**config.mk**
```make
export PLATFORM = sky130hd
export DESIGN_NAME = lsu_rv32
export DESIGN_NICKNAME = d
export VERILOG_FILES = /design/src/rtl/lsu_rv32.sv
export SDC_FILE = /design/constraint.sdc
export NUM_CORES = 1
export LEC_CHECK = 0
export CAP_MARGIN = 20
export CELL_PAD_IN_SITES_DETAIL_PLACEMENT = 2
export CELL_PAD_IN_SITES_GLOBAL_PLACEMENT = 2
export CORE_UTILIZATION = 25
export DETAILED_ROUTE_END_ITERATION = 8
export HOLD_SLACK_MARGIN = 0.15
export PLACE_DENSITY_LB_ADDON = 0.1
export SLEW_MARGIN = 20
export SYNTH_ARGS = -nofsm -noshare
export SYNTH_HDL_FRONTEND = slang
export SYNTH_SLANG_ARGS = --single-unit
```
**constraint.sdc**
```tcl
create_clock -name iCLK -period 2.5 [get_ports iCLK]
set_input_delay 0.375 -clock iCLK [delete_from_list [all_inputs] [get_ports iCLK]]
set_output_delay 0.375 -clock iCLK [all_outputs]
set_load 0.005 [all_outputs]
```
**src/rtl/lsu_rv32.sv**
```systemverilog
//==============================================================================
// Module      : lsu_rv32
// Description : RV32I load/store unit. Accepts one pipeline access at a time,
//               drives a single data-cache transaction with byte enables and
//               lane-replicated store data, and returns an extended load result
//               with a one-cycle completion pulse. Stalled cache accesses
//               time out with an error after WAIT_MAX consecutive stall cycles.
// Revision    : 1.0 - initial release
//------------------------------------------------------------------------------
// Parameters:
//   WAIT_MAX       consecutive stalled WAIT cycles before a timeout error (>=1)
// Configuration macro:
//   LSU_MISALIGN_TRAP_EN  defined  : misaligned halfword/word accesses fault
//                         undefined: offending low address bits are ignored
// Ports:
//   iCLK, iRST     clock, synchronous active-high reset
//   iVALID/iLOAD   access request, 1 = load / 0 = store
//   iFUNCT3        RV32I width/sign code
//   iADDR/iWDATA   byte address, right-aligned store data
//   oREADY/oBUSY   idle (request accepted) / stall request
//   oDONE          one-cycle completion pulse, qualifies oRDATA and oERR
//   oMEM/oRW       cache transaction active, 1 = read / 0 = write
//   oMEMADDR       word index {2'b00, addr[31:2]}
//   oMEMWDATA/oBE  lane-replicated store data, byte enables
//   iMEMRDATA      cache read word
//   iSTALLD        cache not ready
//==============================================================================
`default_nettype none

module lsu_rv32 #(
    parameter int WAIT_MAX = 15
) (
    input  logic        iCLK,
    input  logic        iRST,
    input  logic        iVALID,
    input  logic        iLOAD,
    input  logic [2:0]  iFUNCT3,
    input  logic [31:0] iADDR,
    input  logic [31:0] iWDATA,
    output logic        oREADY,
    output logic        oBUSY,
    output logic        oDONE,
    output logic [31:0] oRDATA,
    output logic        oERR,
    output logic        oMEM,
    output logic        oRW,
    output logic [31:0] oMEMADDR,
    output logic [31:0] oMEMWDATA,
    output logic [3:0]  oBE,
    input  logic [31:0] iMEMRDATA,
    input  logic        iSTALLD
);

    localparam int CNT_W = $clog2(WAIT_MAX + 1);
    localparam logic [CNT_W-1:0] CNT_LAST = CNT_W'(WAIT_MAX - 1);

    typedef enum logic [1:0] {
        S_IDLE  = 2'd0,
        S_ISSUE = 2'd1,
        S_WAIT  = 2'd2,
        S_RESP  = 2'd3
    } state_t;

    state_t           state_q;
    logic             load_q;
    logic [2:0]       funct3_q;
    logic [1:0]       off_q;
    logic [CNT_W-1:0] cnt_q;
    logic             done_q, err_q, mem_q, rw_q;
    logic [31:0]      rdata_q, memaddr_q, memwdata_q;
    logic [3:0]       be_q;

    // Decode of the incoming request (only used on the IDLE accept edge).
    logic        legal_d;
    logic        misalign_d;
    logic [3:0]  be_d;
    logic [31:0] wdata_d;

    always_comb begin
        legal_d = 1'b0;
        if (iLOAD) begin
            case (iFUNCT3)
                3'b000, 3'b001, 3'b010, 3'b100, 3'b101: legal_d = 1'b1;
                default:                                legal_d = 1'b0;
            endcase
        end else begin
            case (iFUNCT3)
                3'b000, 3'b001, 3'b010: legal_d = 1'b1;
                default:                legal_d = 1'b0;
            endcase
        end
    end

`ifdef LSU_MISALIGN_TRAP_EN
    assign misalign_d = ((iFUNCT3[1:0] == 2'b01) && iADDR[0]) ||
                        ((iFUNCT3[1:0] == 2'b10) && (iADDR[1:0] != 2'b00));
`else
    assign misalign_d = 1'b0;
`endif

    // Byte enables only qualify writes; reads fetch the whole word.
    always_comb begin
        be_d    = 4'b0000;
        wdata_d = iWDATA;
        case (iFUNCT3[1:0])
            2'b00: begin
                be_d    = 4'b0001 << iADDR[1:0];
                wdata_d = {4{iWDATA[7:0]}};
            end
            2'b01: begin
                be_d    = 4'b0011 << {iADDR[1], 1'b0};
                wdata_d = {2{iWDATA[15:0]}};
            end
            default: begin
                be_d    = 4'b1111;
                wdata_d = iWDATA;
            end
        endcase
        if (iLOAD) be_d = 4'b0000;
    end

    // Select the addressed lane and extend. Halfword selection uses only
    // addr[1], so an unaligned halfword (trap disabled) reads as aligned.
    function automatic logic [31:0] load_ext(input logic [2:0]  f3,
                                             input logic [1:0]  off,
                                             input logic [31:0] word);
        logic [31:0] bsh, hsh;
        bsh = word >> {off, 3'b000};
        hsh = word >> {off[1], 4'b0000};
        case (f3)
            3'b000:  load_ext = {{24{bsh[7]}}, bsh[7:0]};
            3'b001:  load_ext = {{16{hsh[15]}}, hsh[15:0]};
            3'b100:  load_ext = {24'h0, bsh[7:0]};
            3'b101:  load_ext = {16'h0, hsh[15:0]};
            default: load_ext = word;
        endcase
    endfunction

    always_ff @(posedge iCLK) begin
        if (iRST) begin
            state_q    <= S_IDLE;
            load_q     <= 1'b0;
            funct3_q   <= 3'b000;
            off_q      <= 2'b00;
            cnt_q      <= '0;
            done_q     <= 1'b0;
            err_q      <= 1'b0;
            rdata_q    <= 32'h0;
            mem_q      <= 1'b0;
            rw_q       <= 1'b1;
            memaddr_q  <= 32'h0;
            memwdata_q <= 32'h0;
            be_q       <= 4'b0000;
        end else begin
            done_q <= 1'b0;
            case (state_q)
                S_IDLE: begin
                    if (iVALID) begin
                        load_q   <= iLOAD;
                        funct3_q <= iFUNCT3;
                        off_q    <= iADDR[1:0];
                        if (!legal_d || misalign_d) begin
                            state_q <= S_RESP;
                            done_q  <= 1'b1;
                            err_q   <= 1'b1;
                            rdata_q <= 32'h0;
                        end else begin
                            state_q    <= S_ISSUE;
                            cnt_q      <= '0;
                            mem_q      <= 1'b1;
                            rw_q       <= iLOAD;
                            memaddr_q  <= {2'b00, iADDR[31:2]};
                            memwdata_q <= wdata_d;
                            be_q       <= be_d;
                        end
                    end
                end
                S_ISSUE: state_q <= S_WAIT;
                S_WAIT: begin
                    if (!iSTALLD || (cnt_q == CNT_LAST)) begin
                        state_q    <= S_RESP;
                        done_q     <= 1'b1;
                        err_q      <= iSTALLD;
                        rdata_q    <= (load_q && !iSTALLD) ?
                                      load_ext(funct3_q, off_q, iMEMRDATA) : 32'h0;
                        mem_q      <= 1'b0;
                        rw_q       <= 1'b1;
                        memaddr_q  <= 32'h0;
                        memwdata_q <= 32'h0;
                        be_q       <= 4'b0000;
                    end
                    if (iSTALLD) cnt_q <= cnt_q + 1'b1;
                end
                S_RESP: begin
                    state_q <= S_IDLE;
                    err_q   <= 1'b0;
                    rdata_q <= 32'h0;
                end
                default: state_q <= S_IDLE;
            endcase
        end
    end

    assign oREADY    = (state_q == S_IDLE);
    assign oBUSY     = ~oREADY;
    assign oDONE     = done_q;
    assign oERR      = err_q;
    assign oRDATA    = rdata_q;
    assign oMEM      = mem_q;
    assign oRW       = rw_q;
    assign oMEMADDR  = memaddr_q;
    assign oMEMWDATA = memwdata_q;
    assign oBE       = be_q;

endmodule

`default_nettype wire

```
==> out/metrics.cfg, run 1 <==
[outcome]
status=finished, final reports clean

[setup_path]
critPathKind=reg -> reg
cp_cell_sequence=inv_1 -> ha_1 -> nand2_2 -> o31ai_2 -> and2_0 -> mux2_2
path_buf_inv=1
cp_top_family=simple AND/OR/NAND/NOR gates
path_max_fanout=11
cp.arrival_ns=2.58
critPathCaptureType=register
required_ns=2.80
cpMaxStageDelayCell=ha_1
critPathMaxStageDelay_ns=0.42
critPathLaunchType=register

[worst_hold_path]
min_path_type=in -> reg

[die]
ios=210
die_h_um=145
die_area_sq_um=21000
num_rows=51
die_w_um=145
core_sq_um=19700
start_util_pct=25.9

[yosys]
yosysWarnings=0
async_reset_ff_share_pct=0
ys.flop_type=dfxtp_1
seq_area_frac_synth_pct=44.7
synth_compound_area_share_pct=30.3
ys_seq_elements=114
synth_xor_xnor_area_share_pct=0.171
yosys.area.top_type_share_pct=44.7
synth_cell_types=60
syn_avg_cell_area_sq_um=9.92
synth_area_leaders=dfxtp_1 45%, a22o_1 9.1%, mux2i_1 6.5%
synth_area_sq_um=5110
synthCells=515
yosysTopAreaCell=dfxtp_1
synth_edf_count=0
synth_mux_area_share_pct=7.79
synthSimpleGateAreaFrac_pct=9.67
synth-adder-area-share_pct=1.47
synth_top_family_by_area=compound AO/OA/AOI/OAI gates

[layout]
num-fill-cells=2083
multi_input_area_sq_um=2540
layout-drive-gt1-share_pct=11.1
area.sequential_sq_um=2280
final_nets=828
fin_util_pct=40.9
area_delta_synth_final_pct=57.9

[route]
drt_iter0_drc=149
drtAntennaViolNets=0
first_pass_iters=5
vias_per_cell=5.02
drcViolationCount=0
wl_um=20200
wire_per_inst_um=20.2
vias=5005

[sta]
fmax_ghz=0.439
hold_violations=0
post-route-period-util_pct=91.2
setup_tns_ns=0
worst_pin_slew_ns=0.834
finalSetupViolCount=0
final.min_clock_period_ns=2.28
rsz0062_at_grt=no
slew_headroom_pct=44.3
slew_violations=0
finClkSkew_ns=0.00774

[global_routing]
grt_pass1_vias=5733
overflow=0
grt_pass1_wl_um=31800
grt_max_degree=64
grt_usage_pct=19.4
grt_antenna_before_repair=2

[clock_network]
cts_sinks=114
cts_buffer_depth=2
cts_made_buffers=17
cts_tree=built
cts_resized=0
clk_latency_ns=0.41
root_buffer=clkbuf_16
clkTransAtPathRegs_ns=0.06
post_cts_buffers=0
cts_max_level=4
ctsHoldBuffers=0

[power]
p_leak_nw=2.98
ir_worst_vdd_mv=0.454
p_per_area_nw_per_um2=825

[place]
gp_congestion=0.808
io_buffer_count=207
dp_hpwl_um=14800

[run]
maxCapViolations=0

==> worst reg2reg max path, stage by stage, from the launching register on <==
cell and delay [ns]:
dfxtp_1 0.34, inv_1 0.10, ha_1 0.42, nand2_2 0.14
o31ai_2 0.40, and2_0 0.37, mux2_2 0.38
==> cells in the mapped netlist (14+ instances only) <==
| cell type | number |
|---|---|
| dfxtp_1 | 114 |
| a22o_1 | 53 |
| mux2i_1 | 33 |
| nor2_1 | 30 |
| nand2_1 | 29 |
| a21oi_1 | 25 |
| buf_2 | 23 |
| o21ai_0 | 18 |
| o211ai_1 | 17 |
| o2bb2ai_1 | 17 |
| inv_1 | 16 |
| clkbuf_1 | 14 |
==> flip-flops by register name (all words and copies together) (netlist names) <==
register,count
load_q,1
oBE,4
oMEMWDATA,32
oDONE,1
oMEMADDR,30
off_q,2
oRDATA,32
oERR,1
state_q,2
oRW,1
oMEM,1
funct3_q,3
cnt_q,4
==> cell families after synthesis <==
logic type	Yosys count
AO/OA/AOI/OAI	190
XOR/XNOR	1
AND/OR/NAND/NOR	102
multiplexers	38
flip-flops	114
adder cells (fa/ha/maj)	6
buffers and inverters	63
other	1
==> power by group <==
group / internal, mW / switching (mW) / total [mW]
combinational: 0.929 / 1.10 / 2.03
sequential: 2.02 / 0.146 / 2.17
clock: 1.49 / 0.973 / 2.47
total: 4.44 / 2.22 / 6.66
==> through the flow <==
stage,instance area [sq um],hold slack [ns],cells,power [mW],worst slack (ns)
after floorplan,5110,0.436,516,3.25,0.560
after global placement,7470,0.436,964,4.18,0.179
after detailed placement,7470,0.453,964,4.24,0.0930
after CTS,8060,0.326,996,6.76,0.222
after global routing,8060,0.345,996,7.03,0.0852
final,8070,0.345,998,6.66,0.220
==> layer usage <==
| metal | global-route usage (%) | part of all wire, % | vias up | wire, um |
|---|---|---|---|---|
| li1 | - | - | 2352 | - |
| met4 | 8.30 | 2.6 | 0 | 532 |
| met5 | 0 | 0 | - | 0 |
| met2 | 32.6 | 48 | 174 | 9650 |
| met1 | 21.8 | 41 | 2451 | 8270 |
| met3 | 7.42 | 8.4 | 28 | 1700 |
==> final cells by class <==
cell class                      instances  share of cell area (%)
Antenna cell                            2                  0.0620
Clock inverter                         15                    2.12
Timing Repair Buffer                  228                    27.9
Clock buffer                           17                    5.27
Inverter                               18                   0.837
Tap cell                              265                    4.11
Multi-Input combinational cell        339                    31.4
Sequential cell                       114                    28.3
==> worst paths after layout <==
path,from,end,slack (ns),depth (start not counted)
setup / recovery,state_q[0],oBE[2],0.22,6
hold / removal,iRST,funct3_q[1],0.34,2
setup reg to reg,state_q[0],oBE[2],0.22,6
hold reg to reg,oMEMWDATA[20],oMEMWDATA[20],0.46,1
==> cells in the final DEF, fill, tap and decap left out, drive strengths merged, types with 3 or more instances in the layout <==
| master | count |
|---|---|
| nor2b | 8 |
| a2bb2oi | 7 |
| mux2i | 33 |
| ha | 6 |
| a21oi | 26 |
| nand2b | 5 |
| nor3 | 4 |
| nand3 | 5 |
| or3 | 9 |
| o32ai | 6 |
| o22ai | 10 |
| o211ai | 17 |
| nor2 | 31 |
| and2 | 3 |
| o21ai | 21 |
| o41ai | 16 |
| mux2 | 4 |
| clkinv | 5 |
| clkdlybuf4s50 | 206 |
| nand2 | 30 |
| buf | 22 |
| o2bb2ai | 17 |
| a22o | 53 |
| inv | 24 |
| dfxtp | 114 |
| clkbuf | 17 |
Note: power is estimated with default switching activity, not from simulation.
==> run 2, diff against run 1 <==
--- a/config.mk
+++ b/config.mk
@@ -10,7 +10,7 @@
 export CELL_PAD_IN_SITES_GLOBAL_PLACEMENT = 2
 export CORE_UTILIZATION = 25
 export DETAILED_ROUTE_END_ITERATION = 8
-export HOLD_SLACK_MARGIN = 0.15
+export HOLD_SLACK_MARGIN = 0.05
 export PLACE_DENSITY_LB_ADDON = 0.1
 export SLEW_MARGIN = 20
 export SYNTH_ARGS = -nofsm -noshare
==> results of run 2 <==
Same layout as run 1: the final DEF is identical, and so are final timing and power.
